`config.mk`:
```
export PLATFORM = sky130hd
export DESIGN_NAME = button_conditioner
export DESIGN_NICKNAME = d
export VERILOG_FILES = /design/src/rtl/button_conditioner.sv
export SDC_FILE = /design/constraint.sdc
export NUM_CORES = 1
export LEC_CHECK = 0
export BUFFER_PORTS_ARGS = -buffer_cell sky130_fd_sc_hd__buf_4
export CAP_MARGIN = 20
export CORE_MARGIN = 1
export CORE_UTILIZATION = 50
export DETAILED_ROUTE_END_ITERATION = 12
export PLACE_DENSITY = 0.68
export SLEW_MARGIN = 5
export SYNTH_ARGS = -nofsm -noshare
export SYNTH_HDL_FRONTEND = slang
export SYNTH_SLANG_ARGS = --single-unit
```
`constraint.sdc`:
```
create_clock -name clk -period 4.7 [get_ports clk]
set_clock_uncertainty 0.15 [all_clocks]
set_input_delay 0.705 -clock clk [delete_from_list [all_inputs] [get_ports clk]]
set_output_delay 0.705 -clock clk [all_outputs]
set_load 0.03 [all_outputs]
```
`src/rtl/button_conditioner.sv`:
```
// button_conditioner: N-channel pushbutton front end.
// Each channel synchronises a raw button level, debounces it with a counter,
// emits press/release pulses and, when enabled, hold-to-auto-repeat pulses.
// All outputs are registered.
//
// Ports (top):
//   clk          system clock, rising edge
//   rst          asynchronous reset, active low
//   btn_in       raw button levels, 1 = pressed
//   level        debounced stable level
//   press_pulse  1-cycle pulse on accepted 0->1
//   rel_pulse    1-cycle pulse on accepted 1->0
//   rpt_pulse    1-cycle auto-repeat pulse while held
//   step_pulse   press_pulse | rpt_pulse
//   long_held    high while the channel is auto-repeating

// One conditioning lane: sync -> debounce -> press/hold/repeat FSM.
module button_channel #(
    parameter int SYNC_STAGES     = 2,
    parameter int DEBOUNCE_CYCLES = 4,
    parameter int HOLD_CYCLES     = 10,
    parameter int REPEAT_CYCLES   = 3,
    parameter bit REPEAT_ON       = 1'b1
) (
    input  logic clk,
    input  logic rst,
    input  logic btn,
    output logic level,
    output logic press_pulse,
    output logic rel_pulse,
    output logic rpt_pulse,
    output logic step_pulse,
    output logic long_held
);
    // Widths fall back to 1 bit when the terminal count is 0.
    localparam int DW = (DEBOUNCE_CYCLES > 1) ? $clog2(DEBOUNCE_CYCLES) : 1;
    localparam int HW = (HOLD_CYCLES > 1)     ? $clog2(HOLD_CYCLES)     : 1;
    localparam int RW = (REPEAT_CYCLES > 1)   ? $clog2(REPEAT_CYCLES)   : 1;
    localparam logic [DW-1:0] DEB_MAX  = DW'(DEBOUNCE_CYCLES - 1);
    localparam logic [HW-1:0] HOLD_MAX = HW'(HOLD_CYCLES - 1);
    localparam logic [RW-1:0] RPT_MAX  = RW'(REPEAT_CYCLES - 1);

    typedef enum logic [1:0] {IDLE, WAIT_HOLD, REPEAT} state_t;

    logic [SYNC_STAGES-1:0] sync;
    logic                   sync_out;
    logic                   stable;
    logic [DW-1:0]          cnt;
    logic [HW-1:0]          hcnt;
    logic [RW-1:0]          rcnt;
    state_t                 state;

    assign sync_out = sync[SYNC_STAGES-1];
    assign level    = stable;

    always_ff @(posedge clk or negedge rst) begin
        if (!rst) begin
            sync <= '0;
        end else begin
            sync <= {sync[SYNC_STAGES-2:0], btn};
        end
    end

    // A new level is accepted only after DEBOUNCE_CYCLES consecutive mismatches.
    always_ff @(posedge clk or negedge rst) begin
        if (!rst) begin
            stable <= 1'b0;
            cnt    <= '0;
        end else if (sync_out == stable) begin
            cnt <= '0;
        end else if (cnt == DEB_MAX) begin
            stable <= sync_out;
            cnt    <= '0;
        end else begin
            cnt <= cnt + 1'b1;
        end
    end

    // Release takes priority in every state, so a repeat due on the same
    // edge as the release is dropped.
    always_ff @(posedge clk or negedge rst) begin
        if (!rst) begin
            state       <= IDLE;
            hcnt        <= '0;
            rcnt        <= '0;
            press_pulse <= 1'b0;
            rel_pulse   <= 1'b0;
            rpt_pulse   <= 1'b0;
            step_pulse  <= 1'b0;
            long_held   <= 1'b0;
        end else begin
            press_pulse <= 1'b0;
            rel_pulse   <= 1'b0;
            rpt_pulse   <= 1'b0;
            step_pulse  <= 1'b0;
            case (state)
                IDLE: begin
                    if (stable) begin
                        press_pulse <= 1'b1;
                        step_pulse  <= 1'b1;
                        hcnt        <= '0;
                        state       <= WAIT_HOLD;
                    end
                end
                WAIT_HOLD: begin
                    if (!stable) begin
                        rel_pulse <= 1'b1;
                        state     <= IDLE;
                    end else if (hcnt == HOLD_MAX) begin
                        // Without repeat the lane parks here until release.
                        if (REPEAT_ON) begin
                            rpt_pulse  <= 1'b1;
                            step_pulse <= 1'b1;
                            rcnt       <= '0;
                            long_held  <= 1'b1;
                            state      <= REPEAT;
                        end
                    end else begin
                        hcnt <= hcnt + 1'b1;
                    end
                end
                REPEAT: begin
                    if (!stable) begin
                        rel_pulse <= 1'b1;
                        long_held <= 1'b0;
                        state     <= IDLE;
                    end else if (rcnt == RPT_MAX) begin
                        rpt_pulse  <= 1'b1;
                        step_pulse <= 1'b1;
                        rcnt       <= '0;
                    end else begin
                        rcnt <= rcnt + 1'b1;
                    end
                end
                default: begin
                    long_held <= 1'b0;
                    state     <= IDLE;
                end
            endcase
        end
    end
endmodule

module button_conditioner #(
    parameter int               N_BTN           = 5,
    parameter int               SYNC_STAGES     = 2,
    parameter int               DEBOUNCE_CYCLES = 4,
    parameter int               HOLD_CYCLES     = 10,
    parameter int               REPEAT_CYCLES   = 3,
    parameter logic [N_BTN-1:0] REPEAT_EN       = {N_BTN{1'b1}}
) (
    input  logic             clk,
    input  logic             rst,
    input  logic [N_BTN-1:0] btn_in,
    output logic [N_BTN-1:0] level,
    output logic [N_BTN-1:0] press_pulse,
    output logic [N_BTN-1:0] rel_pulse,
    output logic [N_BTN-1:0] rpt_pulse,
    output logic [N_BTN-1:0] step_pulse,
    output logic [N_BTN-1:0] long_held
);
    for (genvar i = 0; i < N_BTN; i++) begin : g_ch
        button_channel #(
            .SYNC_STAGES    (SYNC_STAGES),
            .DEBOUNCE_CYCLES(DEBOUNCE_CYCLES),
            .HOLD_CYCLES    (HOLD_CYCLES),
            .REPEAT_CYCLES  (REPEAT_CYCLES),
            .REPEAT_ON      (REPEAT_EN[i])
        ) u_ch (
            .clk        (clk),
            .rst        (rst),
            .btn        (btn_in[i]),
            .level      (level[i]),
            .press_pulse(press_pulse[i]),
            .rel_pulse  (rel_pulse[i]),
            .rpt_pulse  (rpt_pulse[i]),
            .step_pulse (step_pulse[i]),
            .long_held  (long_held[i])
        );
    end
endmodule

```
==> results.md, run 1 <==
* Site row count at 35
* Clock share of power at 0.192
* Final RePlAce weighted congestion at 0.8099
* Final setup viols at 0
* Commonest non-fill, non-tap cells in the layout: dfrtp_1 (90), nand2_1 (51), buf_4 (37)
* Post-Syn Area at 4701 µm²
* HPWL reported at the end of detailed placement at 5364 µm
* Chip width at 98.96 µm
* Core Footprint at 9153 µm²
* Max clock buf depth at 2
* Measured slew at the worst slew-check pin at 0.8200 ns
* WL per Instance at 14.04 µm
* Ant diodes at 0
* CTS tree: done
* First-pass DRT Iterations at 5
* Status: finished, final reports clean
* Vias in the first global route at 3104
* Crit path kind: flop to output port
* Synth async-reset ratio at 1.000
* Syn_area_per_cell at 10.38 µm²
* Combinational power share at 0.372
* Fmax achieved at 459.5 MHz
* DRT Wirelength at 7988 µm
* Yosys cell types at 54
* Fin crit share at 0.4631
* Area of the multi-input gates at 2013 µm²
* Crit-path max FO at 19
* Drt first-iter violations at 70
* Cell taking the most area after synthesis: dfrtp_1
* Yosys reg bits at 90
* Gate Count Post-Synth at 453
* Clock sinks at 90
* Seq/Total Area, Yosys at 0.4791
* P_int at 0.001631 W
* Top-area cell type share of the netlist area at 0.4791
* VDD IR max at 202.7 µV
* Die height at 98.96 µm
* Critical Path End Type: output port
* First-pass GRT wire length at 13930 µm
* Grt ovf at 0
* Synthesized net count at 495
* Vias/cell at 5.663
* GRT Util Overall at 0.1771
* Register area at 2252 µm²
* Cell count along the critical path at 1
* Hold-critical path depth at 0
* CP Data Required Time at 3.85 ns
* Vias at 3222
* Min-delay worst type: flop to flop
* Filler cell count at 799
* Sw Pwr at 0.001093 W
* Share of layout cells above drive strength 1 at 0.1310
* I/O pins at 37
* Die area at 9793 µm²
* TritonCTS Buffers at 9
* CP startpoint kind: flop
* Maximum Capacitance Violations at 0
* Slowest stage cell, crit path: dfrtp_1
* Worst EP arrival at 1.32 ns
* Worst reg-to-reg path cell count at 5
* Ys flop type: dfrtp_1
* Clock-pin slew on the worst setup and hold paths at 0.08 ns
* Hold-fix buffers, CTS at 0
* Detail Route Antenna Nets at 0
* CTS H-tree depth at 3
* Setup Fix Bufs, Post-CTS at 0
* Leak at 2.288 nW
* Ys Warns at 0
* Crit path max-delay family: flip-flops
* Slew Viols, Final at 0
* Max stage delay on crit path at 0.71 ns
* Net Sw Frac at 0.4012
* Sequential Power Share at 0.436
* Initial antenna violation count at 0
* Commonest non-fill, non-tap cell in the layout: dfrtp_1
* Power Dens Cells at 544.9 nW/µm²
* Nets@finish at 495
* Root buffer cell: clkbuf_8
* Cells along the critical path: buf_4
* Fin crit period at 2.177 ns
* Largest net degree at the start of global routing at 67
* Synth-to-Final Area Change at 6.335%
* Max_slew headroom at 0.4534
* Final Hold Vio Count at 0
* Setup TNS at 0 ns
* Synth top area cells: dfrtp_1 (48%), ha_1 (9.3%), buf_4 (4.8%)
* I/O Buffers at 36
* RSZ-0062 raised after global routing: false
* Worst skew pair latency at 0.35 ns
* Final hold slack at 0.2025 ns
* Initial Utilization at 0.5136
* Post-synth EDFFs at 0
* CTS resizes at 0
* CP Buf/Inv Count at 1
* Drt drc at 0
-- synthesized netlist by cell type, types with 3 or more instances --
cell      number
dfrtp_1       90
nand2_1       51
ha_1          35
inv_1         32
buf_4         30
nand3_1       18
o21ai_0       17
nor2b_1       15
a21oi_1       14
o211ai_1      14
nand3b_1      13
buf_2         12
o311ai_0      10
nor2_1         6
nor3_1         6
mux2_2         5
nand4b_1       5
a211o_1        4
a32o_1         4
and2_1         4
and3b_1        4
clkbuf_1       4
mux2i_1        4
xnor2_1        4
a31o_2         3
a31oi_1        3
and3_1         3
nand4_1        3
o221ai_1       3
o22ai_1        3
o31ai_1        3
o41ai_1        3
-- metal layers --
layer  part of all wire  up-vias  track usage
met5                  0        -            0
met4              0.013        0      0.08611
met3              0.033       10      0.02837
met2               0.47       53       0.2851
met1               0.48     1580       0.2343
li1                   -     1579            -
-- layout make-up --
type | instances | share of cell area
flip-flops and latches | 90 | 0.4506
repair buffers | 37 | 0.05557
clock buffers | 12 | 0.02904
well taps | 111 | 0.02778
multi-input cells | 283 | 0.4028
clock inverters | 4 | 0.01026
inverters | 32 | 0.02403
-- state kept, by name (all words and copies together) (netlist names) --
register               cells
g_ch.u_ch.cnt             10
g_ch.u_ch.hcnt            20
g_ch.u_ch.level            5
g_ch.u_ch.long_held        5
g_ch.u_ch.press_pulse      5
g_ch.u_ch.rcnt            10
g_ch.u_ch.rel_pulse        5
g_ch.u_ch.rpt_pulse        5
g_ch.u_ch.state           10
g_ch.u_ch.step_pulse       5
g_ch.u_ch.sync            10
-- kinds of logic (layout without fill, tap and decap cells) --
group                      after synthesis  in the layout  synth area share
and+or+nand+nor                        136            136            0.1560
AOI/OAI and AO/OA                       98             98            0.1493
DFF                                     90             90            0.4791
buffers and inverters                   80             85           0.09263
adders and majority gates               35             35           0.09316
muxes                                    9              9           0.02049
xor gates and xnor gates                 5              5          0.009316
-- worst register-to-register path, delay by kind of cell, from the launching register on --
family,cells,cell delay (ns)
buf+inv,1,0.09
fa+ha+maj,1,0.54
simple gates,2,0.42
compound gates,1,0.24
flops,1,0.43
-- stage by stage --
stage	utilization	power [W]	std cells	area [µm²]	setup slack, ns
floorplan	-	0.002027	453	4701	3.077
global placement	0.5247	0.002179	553	4802	2.824
detailed placement	0.5247	0.002214	553	4802	2.766
CTS	0.5461	0.002747	569	4999	2.504
global route	0.5461	0.002938	569	4999	2.420
finish	0.5461	0.002724	569	4999	2.523
-- final timing paths --
path / from / to / slack [ns]
worst max-delay path: g_ch[1].u_ch.level$_DFFE_PN0P_ / level[1] / 2.52
max in group asynchronous: rst / g_ch[2].u_ch.hcnt[0]$_DFFE_PN0P_ / 3.28
worst min-delay path: g_ch[1].u_ch.sync[0]$_DFF_PN0_ / g_ch[1].u_ch.sync[1]$_DFF_PN0_ / 0.20
worst max register to register: g_ch[1].u_ch.state[1]$_DFFE_PN0P_ / g_ch[1].u_ch.rcnt[1]$_DFFE_PN0P_ / 2.73
min in group asynchronous: rst / g_ch[0].u_ch.sync[0]$_DFF_PN0_ / 0.31
worst min register to register: g_ch[1].u_ch.sync[0]$_DFF_PN0_ / g_ch[1].u_ch.sync[1]$_DFF_PN0_ / 0.20
-- power by group through the flow --
stage	Combinational, W	Clock, W	Sequential (W)
after floorplan	0.000932	0	0.00110
after global placement	0.000988	0	0.00119
after detailed placement	0.00101	0	0.00120
after CTS	0.00102	0.000541	0.00119
after global routing	0.00113	0.000580	0.00122
final	0.00101	0.000524	0.00119
(Power assumes the default switching activity.)
==> run 2, diff against run 1 <==
--- a/config.mk
+++ b/config.mk
@@ -10,7 +10,7 @@
 export CORE_MARGIN = 1
 export CORE_UTILIZATION = 50
 export DETAILED_ROUTE_END_ITERATION = 12
-export PLACE_DENSITY = 0.68
+export PLACE_DENSITY = 0.71
 export SLEW_MARGIN = 5
 export SYNTH_ARGS = -nofsm -noshare
 export SYNTH_HDL_FRONTEND = slang
==> constraint.sdc (replaced) <==
create_clock -name clk -period 1.8 [get_ports clk]
set_clock_uncertainty 0.15 [all_clocks]
set_input_delay 0.27 -clock clk [delete_from_list [all_inputs] [get_ports clk]]
set_output_delay 0.27 -clock clk [all_outputs]
set_load 0.03 [all_outputs]
==> results.md, run 2 (synthesis results as in run 1) <==
* Status: finished, final reports clean
* TritonCTS Buffers at 9
* Critical Path Start: g_ch[2].u_ch.level$_DFFE_PN0P_
* DRT Wirelength at 7948 µm
* Setup TNS at 0 ns
* First-pass GRT wire length at 13790 µm
* Clock sinks at 90
* Worst EP arrival at 1.29 ns
* Critical Path End Type: output port
* RSZ-0062 raised after global routing: false
* Cell mode on critical path: buf_4
* I/O Buffers at 36
* Met3 wire length at 223 µm
* CP Data Required Time at 1.38 ns
* Final RePlAce weighted congestion at 0.8082
* Worst Min Path Start: g_ch[1].u_ch.sync[0]$_DFF_PN0_
* Fin crit share at 0.9477
* Die area at 9793 µm²
* Measured slew at the worst slew-check pin at 0.5097 ns
* Max stage delay on crit path at 0.56 ns
* Initial Utilization at 0.5136
* Ant diodes at 0
* VDD IR max at 735.9 µV
* I/O pins at 37
* Crit path kind: flop to output port
* GRT Util Overall at 0.1736
* Worst skew pair latency at 0.35 ns
* Vias at 3264
* Grt ovf at 0
* Clock-pin slew on the worst setup and hold paths at 0.09 ns
* Max_slew headroom at 0.6602
* Vias/cell at 5.570
* Power Dens Cells at 1384 nW/µm²
* Core Footprint at 9153 µm²
* Vias in the first global route at 3125
* Slowest stage cell, crit path: dfrtp_1
* Maximum Capacitance Violations at 0
* WL per Instance at 13.56 µm
* Area of the multi-input gates at 2029 µm²
* Setup Fix Bufs, Post-CTS at 0
* Drt first-iter violations at 95
* Slew Viols, Final at 0
* Initial antenna violation count at 0
* Filler cell count at 768
* Final Hold Vio Count at 0
* First-pass DRT Iterations at 5
* Cells along the critical path: buf_4 -> buf_4
* Met2 WL at 3754 µm
* Detail Route Antenna Nets at 0
* Crit-path max FO at 11
* Die height at 98.96 µm
* CP startpoint kind: flop
* CTS tree: done
* Largest Register: g_ch.u_ch.hcnt
* Root buffer cell: clkbuf_8
* Commonest non-fill, non-tap cells in the layout: dfrtp_1 (90), nand2_1 (51), buf_4 (46)
* Placed Cells at 564
* Fmax achieved at 586.2 MHz
* Hold-critical path depth at 0
* Top sig layer: met4
* Worst R2R End: g_ch[1].u_ch.rcnt[0]$_DFFE_PN0P_
* Share of layout cells above drive strength 1 at 0.1642
* Synth-to-Final Area Change at 9.901%
* Total power at 0.007152 W
* Worst reg-to-reg path cell count at 5
* CTS H-tree depth at 3
* Site row count at 35
* Max clock buf depth at 2
* Register area at 2252 µm²
* Max FFs per register at 20
* Largest net degree at the start of global routing at 36
* Nets@finish at 512
* Chip width at 98.96 µm
* Min-delay worst type: flop to flop
* Commonest non-fill, non-tap cell in the layout: dfrtp_1
* Reg-to-Reg Start: g_ch[1].u_ch.state[0]$_DFFE_PN0P_
* R2R setup slack at 0.10 ns
* Leak at 2.364 nW
* Hold worst-path end: g_ch[1].u_ch.sync[1]$_DFF_PN0_
* Fin crit period at 1.706 ns
* Metal1 wirelength at 3895 µm
* Drt drc at 0
* Final setup viols at 0
* Final std cells w/o fill at 586
* HPWL reported at the end of detailed placement at 5562 µm
-- run 2: cell types whose count changed in the layout (fill, tap and decap cells not counted), moves of 2 or more --
cell | previous run | this run
ha_1 | 35 | 31
buf_12 | 0 | 2
o21ai_1 | 2 | 6
o21ai_0 | 17 | 13
dlygate4sd3_1 | 0 | 6
ha_2 | 0 | 4
buf_4 | 37 | 46
clkbuf_1 | 2 | 0
-- run 2: metal layers --
layer	vias to the layer above	GRT usage
met3	7	0.03617
met2	51	0.2803
met1	1590	0.2329
met5	-	0
li1	1616	-
met4	0	0.06085
-- run 2: worst max path at each step --
stage | cells past startpoint | to
2_1_floorplan | 6 | g_ch[3].u_ch.hcnt[2]$_DFFE_PN0P_
4_1_cts | 5 | g_ch[3].u_ch.state[1]$_DFFE_PN0P_
3_3_place_gp | 5 | g_ch[3].u_ch.rcnt[0]$_DFFE_PN0P_
5_1_grt | 5 | g_ch[3].u_ch.rcnt[0]$_DFFE_PN0P_
6_report | 2 | level[2]
3_5_place_dp | 5 | g_ch[3].u_ch.state[1]$_DFFE_PN0P_
-- run 2: layout make-up --
class / instances / area share
Clock buffer: 10 / 0.02664
Clock inverter: 6 / 0.008234
Inverter: 32 / 0.02325
Multi-Input combinational cell: 283 / 0.3928
Sequential cell: 90 / 0.4359
Tap cell: 111 / 0.02688
Timing Repair Buffer: 54 / 0.08622
-- run 2: timing repair --
action | 4_1_cts | 5_1_grt
endpoints found under the setup margin | 0 | 15
endpoints found under the hold margin | 32 | 0
hold buffers | 6 | 0
gates resized for setup | 0 | 10
-- run 2: stage by stage --
stage,utilization,hold WS (ns),instance area (µm²),worst slack [ns]
after global placement,0.5364,0.07798,4910,0.1045
final,0.5645,0.2045,5166,0.09413
after floorplan,-,-0.1756,4701,0.1766
after CTS,0.5627,0.2056,5150,0.04130
after global routing,0.5645,0.2142,5166,0.01182
after detailed placement,0.5364,0.08339,4910,0.05352
-- run 2: where the power goes --
group	switching, W	internal (W)	total (W)	leakage, nW
clock	0.000697	0.000539	0.00124	0.0882
combinational	0.00167	0.00120	0.00287	1.10
sequential	0.000523	0.00252	0.00305	1.18
total	0.00289	0.00427	0.00715	2.36
-- run 2: critical path: cells and delay by family, from the launching register on --
kind                   cells  cell delay, ns
flip-flops                 1            0.56
buffers and inverters      2            0.38
